`config.mk`:
```
export PLATFORM = sky130hd
export DESIGN_NAME = canny_win_sequencer
export DESIGN_NICKNAME = d
export VERILOG_FILES = /design/src/rtl/canny_pkg.sv /design/src/rtl/canny_win_serializer.sv /design/src/rtl/canny_win_sequencer.sv
export SDC_FILE = /design/constraint.sdc
export NUM_CORES = 1
export LEC_CHECK = 0
export ABC_AREA = 0
export ABC_CLOCK_PERIOD_IN_PS = 10800
export CELL_PAD_IN_SITES_DETAIL_PLACEMENT = 1
export CELL_PAD_IN_SITES_GLOBAL_PLACEMENT = 1
export CORE_MARGIN = 8
export CORE_UTILIZATION = 25
export DETAILED_ROUTE_END_ITERATION = 6
export DONT_BUFFER_PORTS = 1
export MAX_ROUTING_LAYER = met4
export PLACE_DENSITY_LB_ADDON = 0.1
export SYNTH_ARGS = -nofsm -noshare
export SYNTH_HDL_FRONTEND = slang
export SYNTH_SLANG_ARGS = --single-unit
```
`constraint.sdc`:
```
create_clock -name i_clock -period 10.8 [get_ports i_clock]
set_clock_uncertainty 0.05 [all_clocks]
set_input_delay 2.16 -clock i_clock [delete_from_list [all_inputs] [get_ports i_clock]]
set_output_delay 2.16 -clock i_clock [all_outputs]
set_load 0.02 [all_outputs]
```
`src/rtl/canny_pkg.sv`:
```
// Shared constants, edge codes and sequencer state type for the Canny window sequencer.
package canny_pkg;

   localparam int PIX_W          = 24;
   localparam int N_ELEM         = 9;
   localparam int WIN_W          = PIX_W * N_ELEM;
   localparam int TIMEOUT_CYCLES = 255;

   localparam logic [7:0] EDGE_NONE   = 8'd0;
   localparam logic [7:0] EDGE_WEAK   = 8'd128;
   localparam logic [7:0] EDGE_STRONG = 8'd255;

   typedef enum logic [1:0] {
      LOAD  = 2'd0,
      CLR   = 2'd1,
      RUN   = 2'd2,
      DRAIN = 2'd3
   } state_t;

   function automatic logic is_last_idx(input logic [3:0] idx);
      return idx == 4'(N_ELEM - 1);
   endfunction

endpackage

```
`src/rtl/canny_win_serializer.sv`:
```
// Holds the captured core result and streams the low byte of each element out
// as a valid/ready stream while the sequencer is in DRAIN.
module canny_win_serializer
   import canny_pkg::*;
(
   input  logic             i_clock,
   input  logic             i_reset,
   input  logic             i_capture,
   input  logic             i_flush,
   input  logic [WIN_W-1:0] i_gm,
   input  logic             i_drain,
   input  logic             i_m_ready,
   output logic [7:0]       o_m_pix,
   output logic             o_m_valid,
   output logic             o_m_last,
   output logic             o_win_done
);

   logic [WIN_W-1:0] r_gm_q;
   logic [3:0]       r_idx;
   logic [7:0]       w_byte;
   logic             w_last;

   assign w_last = is_last_idx(r_idx);
   assign w_byte = r_gm_q[32'(r_idx)*PIX_W +: 8];

   always_ff @(posedge i_clock or posedge i_reset) begin
      if (i_reset) begin
         r_gm_q <= '0;
         r_idx  <= '0;
      end else begin
         // A watchdog abort loads zeros so the window drains as all EDGE_NONE
         if (i_capture)
            r_gm_q <= i_gm;
         else if (i_flush)
            r_gm_q <= '0;
         if (i_drain && i_m_ready)
            r_idx <= w_last ? 4'd0 : r_idx + 4'd1;
      end
   end

   assign o_m_valid  = i_drain;
   assign o_m_pix    = i_drain ? w_byte : EDGE_NONE;
   assign o_m_last   = i_drain && w_last;
   assign o_win_done = i_drain && i_m_ready && w_last;

endmodule

```
`src/rtl/canny_win_sequencer.sv`:
```
// Drives the 3x3 Canny core: packs nine pixels, pulses core reset, runs the core
// and drains the edge codes. Optional RUN watchdog enabled by WIN_TIMEOUT_EN.
//
// state | meaning
// LOAD  | accept pixels into the window until nine are held
// CLR   | one-cycle core reset, re-arms the core for this window
// RUN   | core enabled, waiting for done (or watchdog)
// DRAIN | stream nine edge codes out
module canny_win_sequencer
   import canny_pkg::*;
(
   input  logic             i_clock,
   input  logic             i_reset,
   input  logic [PIX_W-1:0] i_s_pix,
   input  logic             i_s_valid,
   output logic             o_s_ready,
   output logic             o_core_rst,
   output logic             o_core_en,
   output logic [WIN_W-1:0] o_core_a,
   input  logic [WIN_W-1:0] i_core_gm,
   input  logic             i_core_done,
   output logic [7:0]       o_m_pix,
   output logic             o_m_valid,
   input  logic             i_m_ready,
   output logic             o_m_last,
   output logic             o_busy,
   output logic [15:0]      o_win_count,
   output logic             o_err
);

   state_t           r_state;
   state_t           w_next;
   logic [3:0]       r_idx;
   logic [WIN_W-1:0] r_core_a;
   logic [15:0]      r_win_count;
   logic             w_accept;
   logic             w_core_hit;
   logic             w_tmo;
   logic             w_win_done;

   assign w_accept   = (r_state == LOAD) && i_s_valid;
   assign w_core_hit = (r_state == RUN) && i_core_done;

`ifdef WIN_TIMEOUT_EN
   logic [8:0] r_tmo;
   logic       r_err;

   assign w_tmo = (r_state == RUN) && !i_core_done && (r_tmo == 9'(TIMEOUT_CYCLES - 1));

   always_ff @(posedge i_clock or posedge i_reset) begin
      if (i_reset) begin
         r_tmo <= '0;
         r_err <= 1'b0;
      end else begin
         if (r_state == CLR)
            r_tmo <= '0;
         else if (r_state == RUN)
            r_tmo <= r_tmo + 9'd1;
         if (w_tmo)
            r_err <= 1'b1;
      end
   end

   assign o_err = r_err;
`else
   assign w_tmo = 1'b0;
   assign o_err = 1'b0;
`endif

   always_comb begin
      w_next     = r_state;
      o_s_ready  = 1'b0;
      o_core_rst = 1'b0;
      o_core_en  = 1'b0;
      o_busy     = 1'b1;
      case (r_state)
         LOAD: begin
            o_s_ready = 1'b1;
            o_busy    = 1'b0;
            if (w_accept && is_last_idx(r_idx))
               w_next = CLR;
         end
         CLR: begin
            o_core_rst = 1'b1;
            w_next     = RUN;
         end
         RUN: begin
            o_core_en = 1'b1;
            if (w_core_hit || w_tmo)
               w_next = DRAIN;
         end
         DRAIN: begin
            if (w_win_done)
               w_next = LOAD;
         end
         default: w_next = LOAD;
      endcase
   end

   always_ff @(posedge i_clock or posedge i_reset) begin
      if (i_reset) begin
         r_state     <= LOAD;
         r_idx       <= '0;
         r_core_a    <= '0;
         r_win_count <= '0;
      end else begin
         r_state <= w_next;
         if (w_accept) begin
            r_core_a[32'(r_idx)*PIX_W +: PIX_W] <= i_s_pix;
            r_idx <= is_last_idx(r_idx) ? 4'd0 : r_idx + 4'd1;
         end
         if (w_win_done)
            r_win_count <= r_win_count + 16'd1;
      end
   end

   canny_win_serializer u_ser (
      .i_clock    (i_clock),
      .i_reset    (i_reset),
      .i_capture  (w_core_hit),
      .i_flush    (w_tmo),
      .i_gm       (i_core_gm),
      .i_drain    (r_state == DRAIN),
      .i_m_ready  (i_m_ready),
      .o_m_pix    (o_m_pix),
      .o_m_valid  (o_m_valid),
      .o_m_last   (o_m_last),
      .o_win_done (w_win_done)
   );

   assign o_core_a    = r_core_a;
   assign o_win_count = r_win_count;

endmodule
```
==> metrics.md, run 1 <==
| Metric | Value |
|---|---|
| Synth area leader | `dfrtp_1` |
| Peak VDD IR | `0.000135 V` |
| # H-tree levels | `2` |
| Footprint of the multi-input gates | `6720 µm²` |
| FF-to-FF path depth | `9` |
| Place WS | `5880 ps` |
| Clk Latency, worst-skew pair | `around 570 ps` |
| Chip Height | `260 µm` |
| Clock share of power | `0.241` |
| Delay-heaviest family, CP | `XOR/XNOR gates` |
| Power Total | `5.76 mW` |
| Fill count | `approximately 6400` |
| Crit path arrival time | `5320 ps` |
| GRT Residual Overflow | `0` |
| Syn avg cell area | `roughly 12 µm²` |
| RD Place Congestion | `between 0.7 and 0.8` |
| Area Growth Syn to Fin | `15.1%` |
| First-pass GRT wire length | `83.7 mm` |
| Final setup fails | `0` |
| Hold path endpoint | `u_ser.r_gm_q[51]$_DFFE_PP0P_` |
| Async SR Flop Fraction | `1.00` |
| Share of the synthesized area in the top cell type | `0.526` |
| Post-DP HPWL | `43.5 mm` |
| Setup TNS | `0 ps` |
| # IOs | `492` |
| Crit end category | `flip-flop` |
| Clock slew at reported path FFs | `roughly 60 ps` |
| Distinct cells, synth | `55` |
| # clock sinks | `314` |
| CTS tree | `built` |
| Outcome | `completed` |
| Synth Net Count | `between 1500 and 2000` |
| Measured slew at the worst slew-check pin | `1080 ps` |
| Die width | `roughly 260 µm` |
| CTS Hold Bufs | `0` |
| Core ar. | `59000 µm²` |
| Layout cells sized above 1 | `0.305` |
| R2R setup slack | `5860 ps` |
| Final WS setup | `roughly 6000 ps` |
| Total of max-cap violations | `0` |
| Seq pwr share | `0.401` |
| Finished Core Util | `0.291` |
| Die Area | `between 60000 and 70000 µm²` |
| DRT Pass-1 Iters | `4` |
| Post-synth EDFFs | `0` |
| Antenna Nets Post-Route | `0` |
| Slowest cell on crit path | `xnor2_2` |
| Crit path depth | `9` |
| Final slew viol count | `0` |
| Root buffer cell | `clkbuf_16` |
| RSZ-0062 raised after global routing | `false` |
| Flops & latches, synth | `314` |
| Register Area | `7860 µm²` |
| Initial core utilization | `0.253` |
| Commonest non-fill, non-tap cell in the layout | `dfrtp_1` |
| Min Tclk post-route | `4940 ps` |
| Combinational power share | `0.358` |
| Synthesized cell area | `14900 µm²` |
| Achievable Freq | `a little over 200 MHz` |
| NetSw | `2.49 mW` |
| Min-Delay Startpoint | `u_ser.r_gm_q[51]$_DFFE_PP0P_` |
| Wire length per cell | `about 29 µm` |
| Synthesis Warnings | `0` |
| Hold WC Path Type | `flip-flop to flip-flop` |
| Final wirelength | `58.4 mm` |
| Final hold vios | `0` |
| Leakage power | `7.77 nW` |
| IO Port Bufs | `0` |
| Fin nets | `1495` |
| DR DRC count | `0` |
| Row count | `89` |
| Via count | `10205` |
| Longest Clk Path Bufs | `3` |
| Int Power | `between 3 and 4 mW` |
| WS Path Type | `flip-flop to flip-flop` |
| Initial antenna violation count | `7` |
| Num CTS Buffers | `40` |
| Cts repair resizes | `0` |
| Vias in the first global route | `approximately 11000` |
| PwrDens | `335 nW/µm²` |
| GRT Util Overall | `0.173` |
| Crit Path Max Fanout | `17` |
| CP Cell Sequence | `ha_1 > inv_1 > fa_1 > xnor2_2 > and3_1 > xnor3_1 > nor3_1 > o211ai_1 > mux2_2` |
| DRT iter0 DRCs | `453` |
| R2R Path Start | `r_idx[1]$_DFFE_PP0P_` |
| CP Data Required Time | `approximately 11000 ps` |
| Largest net degree at the start of global routing | `73` |
| Buf/Inv on CP | `1` |
| Hold path depth | `1` |
| R2R Path End | `o_core_a[66]$_DFFE_PP0P_` |
| Most frequent cells in the layout | `dfrtp_1, mux2_2, nand2_1` |
| Synth Instances | `1245` |
| Sequential-to-total area share from yosys stat | `0.526` |
| Synth top area cells | `dfrtp_1, mux2_2, nand2_1, mux4_2, mux2i_1` |
| CP Launch Type | `flip-flop` |
| Setup bufs post-CTS | `0` |
| Switching share of power | `0.432` |
| Post-synth top flop | `dfrtp_1` |
| Slew HR | `0.272` |
| Fin crit share | `0.458` |
| Critical path's largest stage delay | `820 ps` |
| Via density | `4.99` |
==> flip-flops by register name (all words and copies together), names as in the netlist <==
register      count
u_ser.r_idx       4
o_win_count      16
r_state           2
o_core_a        216
u_ser.r_gm_q     72
r_idx             4
==> power groups by stage <==
stage | registers [mW] | logic [mW] | clock network [mW]
2_1_floorplan | 2.15 | 1.50 | 0
3_3_place_gp | 2.34 | 2.07 | 0
3_5_place_dp | 2.35 | 2.11 | 0
4_1_cts | 2.33 | 2.11 | 1.44
5_1_grt | 2.37 | 2.27 | 1.48
6_report | 2.31 | 2.06 | 1.38
==> cells in the mapped netlist (4+ instances only) <==
library cell  count
a22oi_1           9
nand4_1           4
o41ai_1           8
ha_1             13
and2_1           19
nor2_1           65
nand2_1         126
nor3_1           14
a21oi_1          31
a221oi_1          7
or3_1             4
clkbuf_1         62
o21ai_0          66
nor3b_1           5
o22ai_1           8
a31oi_1           4
nor2b_1           7
xor2_1            9
a22o_1           18
inv_1            19
nand3_1          32
a21o_1            5
buf_1             7
mux2i_1          33
o2bb2ai_1        14
dfrtp_1         314
xnor2_1          10
mux4_2           16
and3_1           10
mux2_2          269
==> worst max-delay path by stage <==
stage | end | from | slack (ps)
floorplan | o_core_a[0]$_DFFE_PP0P_ | i_reset | 4410
global placement | o_core_a[58]$_DFFE_PP0P_ | r_idx[1]$_DFFE_PP0P_ | 5930
detailed placement | o_core_a[59]$_DFFE_PP0P_ | r_idx[1]$_DFFE_PP0P_ | 5880
CTS | o_core_a[41]$_DFFE_PP0P_ | r_idx[1]$_DFFE_PP0P_ | 5810
global route | o_core_a[41]$_DFFE_PP0P_ | r_idx[1]$_DFFE_PP0P_ | 5530
finish | o_core_a[66]$_DFFE_PP0P_ | r_idx[1]$_DFFE_PP0P_ | 5860
==> cell type report <==
cell class              instances  share of cell area
flip-flops and latches        314               0.458
multi-input cells             838               0.391
clock buffers                  57              0.0696
well taps                     773              0.0563
clock inverters                13             0.00976
repair buffers                 22             0.00962
inverters                      20             0.00459
diodes                          9             0.00131
==> metal layers <==
layer  vias to the layer above  share of wire  track usage
met4                         0          0.022       0.0487
li1                       4452              -            -
met1                      5378           0.38        0.189
met2                       288           0.50        0.289
met5                         -              0            -
met3                        87          0.093       0.0705
==> cells by family (layout without fill, tap and decap cells) <==
group / count (synthesis) / after routing / share of synthesized area
flops: 314 / 314 / 0.526
compound gates: 184 / 184 / 0.0817
other cells: 1 / 10 / 0.000251
mux: 318 / 318 / 0.249
xor+xnor: 22 / 22 / 0.0153
simple gates: 299 / 299 / 0.0910
fa+ha+maj: 14 / 14 / 0.0122
buf+inv: 93 / 112 / 0.0239
==> worst register-to-register path, delay by kind of cell (launching register included) <==
family	cells	cell delay, ps
AOI/OAI and AO/OA	1	570
DFF	1	410
muxes	1	440
adders and majority gates	2	790
xor gates and xnor gates	2	1350
and+or+nand+nor	2	1110
buffers and inverters	1	90
==> stage by stage <==
stage                     area (µm²)  std cells  hold slack (ps)
after floorplan                14900       1245              424
after global placement         15800       1967              435
after detailed placement       15800       1967              442
after CTS                      17200       2037              454
after global routing           17200       2044              471
final                          17200       2046              448
No activity file was read; power rests on OpenSTA's default activity.
==> inputs of run 2 (changes only) <==
ABC_CLOCK_PERIOD_IN_PS = 4300   (was 10800)
clock period = 4.3 ns   (was 10.8 ns; I/O delays follow)
==> run 2 against run 1 <==
Against the previous run: core utilization increased by 0.47 points; die area unchanged; non-clock buffer count increased by 21; combinational power increased to 2.6 times the previous value; fmax increased by 23%; total power increased to 2.5 times the previous value; hold slack got worse by 94 ps; wire length decreased by 0.21%; global-route usage increased by 0.091 points; cell count increased by 1.3%.
==> metrics.md, run 2 (same netlist as run 1, synthesis figures left out) <==
| Metric | Value |
|---|---|
| Delay-heaviest family, CP | `XOR/XNOR gates` |
| Antenna Nets Post-Route | `0 (unchanged)` |
| Dpl cells | `1985 (+0.92%)` |
| PwrDens | `839 nW/µm² (+150%)` |
| Slew HR | `0.233 (-0.0386)` |
| Die Area | `67800 µm² (unchanged)` |
| Slowest cell on crit path | `xnor2_1` |
| Total of max-cap violations | `0 (unchanged)` |
| # IOs | `492 (unchanged)` |
| Root buffer cell | `clkbuf_16` |
| Via count | `10222 (+0.17%)` |
| DRT iter0 DRCs | `444 (-2.0%)` |
| Leakage power | `7.91 nW (+1.9%)` |
| GRT Residual Overflow | `0 (unchanged)` |
| Core ar. | `59000 µm² (unchanged)` |
| Max reg flops | `216 (unchanged)` |
| Post-DP HPWL | `44.4 mm (+2.0%)` |
| Crit path arrival time | `4400 ps (-920 ps)` |
| Via density | `4.93 (-1.1%)` |
| Longest Clk Path Bufs | `3 (unchanged)` |
| Most frequent cells in the layout | `dfrtp_1, mux2_2, nand2_1` |
| Chip Height | `260 µm (unchanged)` |
| Wire length per cell | `28.1 µm (-1.5%)` |
| Clock slew at reported path FFs | `60 ps (about the same)` |
| GRT Util Overall | `0.174 (+0.000910)` |
| Crit end category | `flip-flop` |
| DRT Pass-1 Iters | `4 (unchanged)` |
| First-pass GRT wire length | `84.2 mm (+0.60%)` |
| # H-tree levels | `2 (unchanged)` |
| Die width | `260 µm (unchanged)` |
| Initial antenna violation count | `13 (+6)` |
| Setup TNS | `0 ps (unchanged)` |
| Critical path's largest stage delay | `760 ps (-60 ps)` |
| CP Data Required Time | `4670 ps (-6510 ps)` |
| Outcome | `completed` |
| CTS tree | `built` |
| IO Port Bufs | `0 (unchanged)` |
| Measured slew at the worst slew-check pin | `1140 ps (+57.3 ps)` |
| RSZ-0062 raised after global routing | `true` |
| Area Growth Syn to Fin | `16.9%` |
| WS Path Type | `flip-flop to flip-flop` |
| Row count | `89 (unchanged)` |
| Largest net degree at the start of global routing | `73 (unchanged)` |
| Crit Path Max Fanout | `10 (-7)` |
| Achievable Freq | `248 MHz (+23%)` |
| Buf/Inv on CP | `2 (+1)` |
| Final wirelength | `58.3 mm (-0.21%)` |
| Fin crit share | `0.938 (+0.480)` |
| Peak VDD IR | `0.000325 V (+140%)` |
| CP Cell Sequence | `ha_1 > inv_1 > fa_1 > xnor2_2 > buf_4 > xnor2_1 > and3_1 > nand3_1 > mux2_2` |
| CTS Hold Bufs | `0 (unchanged)` |
| DR DRC count | `0 (unchanged)` |
| Clk Latency, worst-skew pair | `560 ps (about the same)` |
| # clock sinks | `314 (unchanged)` |
| Min Tclk post-route | `4030 ps (-912 ps)` |
| Fin nets | `1516 (+1.4%)` |
| Vias in the first global route | `11248 (+2.3%)` |
| CP Launch Type | `flip-flop` |
| Power Total | `14.6 mW (+150%)` |
| Final hold vios | `0 (unchanged)` |
| Final setup fails | `0 (unchanged)` |
| Hold WC Path Type | `primary input to asynchronous set/reset pin` |
| Initial core utilization | `0.253 (unchanged)` |
| Fill count | `6434 (-0.016%)` |
| Fin cells | `2073 (+1.3%)` |
| RD Place Congestion | `0.834 (+6.1%)` |
| Commonest non-fill, non-tap cell in the layout | `dfrtp_1` |
| Num CTS Buffers | `40 (unchanged)` |
| Layout cells sized above 1 | `0.322 (+0.0163)` |
| Final slew viol count | `0 (unchanged)` |
==> run 2: report_power, final <==
group | switching, mW | internal (mW) | total, mW
Sequential | 1.82 | 4.04 | 5.86
Clock | 1.33 | 2.19 | 3.52
Combinational | 3.10 | 2.16 | 5.26
Total | 6.25 | 8.39 | 14.6
==> run 2: area by class of cell <==
class | instances | area (µm²) | share of cell area
Tap cell | 773 | 967 | 0.0554
Inverter | 20 | 78.8 | 0.00452
Clock inverter | 14 | 181 | 0.0104
Timing Repair Buffer | 43 | 373 | 0.0214
Multi-Input combinational cell | 838 | 6750 | 0.387
Clock buffer | 58 | 1210 | 0.0693
Sequential cell | 314 | 7860 | 0.450
Antenna cell | 13 | 32.5 | 0.00186
==> run 2: per-stage QoR <==
stage | hold slack, ps | utilization | cell area, µm² | setup slack, ps
after detailed placement | 442 | 0.271 | 16000 | 27.7
after global routing | 357 | 0.296 | 17500 | -130
after floorplan | 424 | - | 14900 | -793
after global placement | 435 | 0.271 | 16000 | -44.0
final | 354 | 0.296 | 17500 | 268
after CTS | 338 | 0.294 | 17400 | 221
==> run 2: layer usage <==
layer  up-vias  share of wire  GRT usage
met5         -              0          -
met4         0          0.031     0.0536
met3        93           0.10     0.0771
met2       305           0.50      0.289
met1      5311           0.37      0.185
li1       4513              -          -
==> run 2: what timing repair did <==
action | CTS | global route
setup endpoints to repair | 11 | 90
buffers inserted | 0 | 3
hold endpoints to repair | 0 | 0
gates resized for setup | 1 | 5
pin swaps | 0 | 3
==> run 2: final timing paths <==
path                                              start                             to  slack (ps)  cells past startpoint
min in group i_clock                     i_core_gm[147]  u_ser.r_gm_q[147]$_DFFE_PP0P_         400                      1
min reg2reg                u_ser.r_gm_q[48]$_DFFE_PP0P_   u_ser.r_gm_q[48]$_DFFE_PP0P_         450                      1
max                                r_idx[1]$_DFFE_PP0P_      o_core_a[104]$_DFFE_PP0P_         270                      9
max reg2reg                        r_idx[1]$_DFFE_PP0P_      o_core_a[104]$_DFFE_PP0P_         270                      9
max in group asynchronous                       i_reset      o_core_a[129]$_DFFE_PP0P_        2920                      2
min                                             i_reset      o_core_a[124]$_DFFE_PP0P_         350                      1
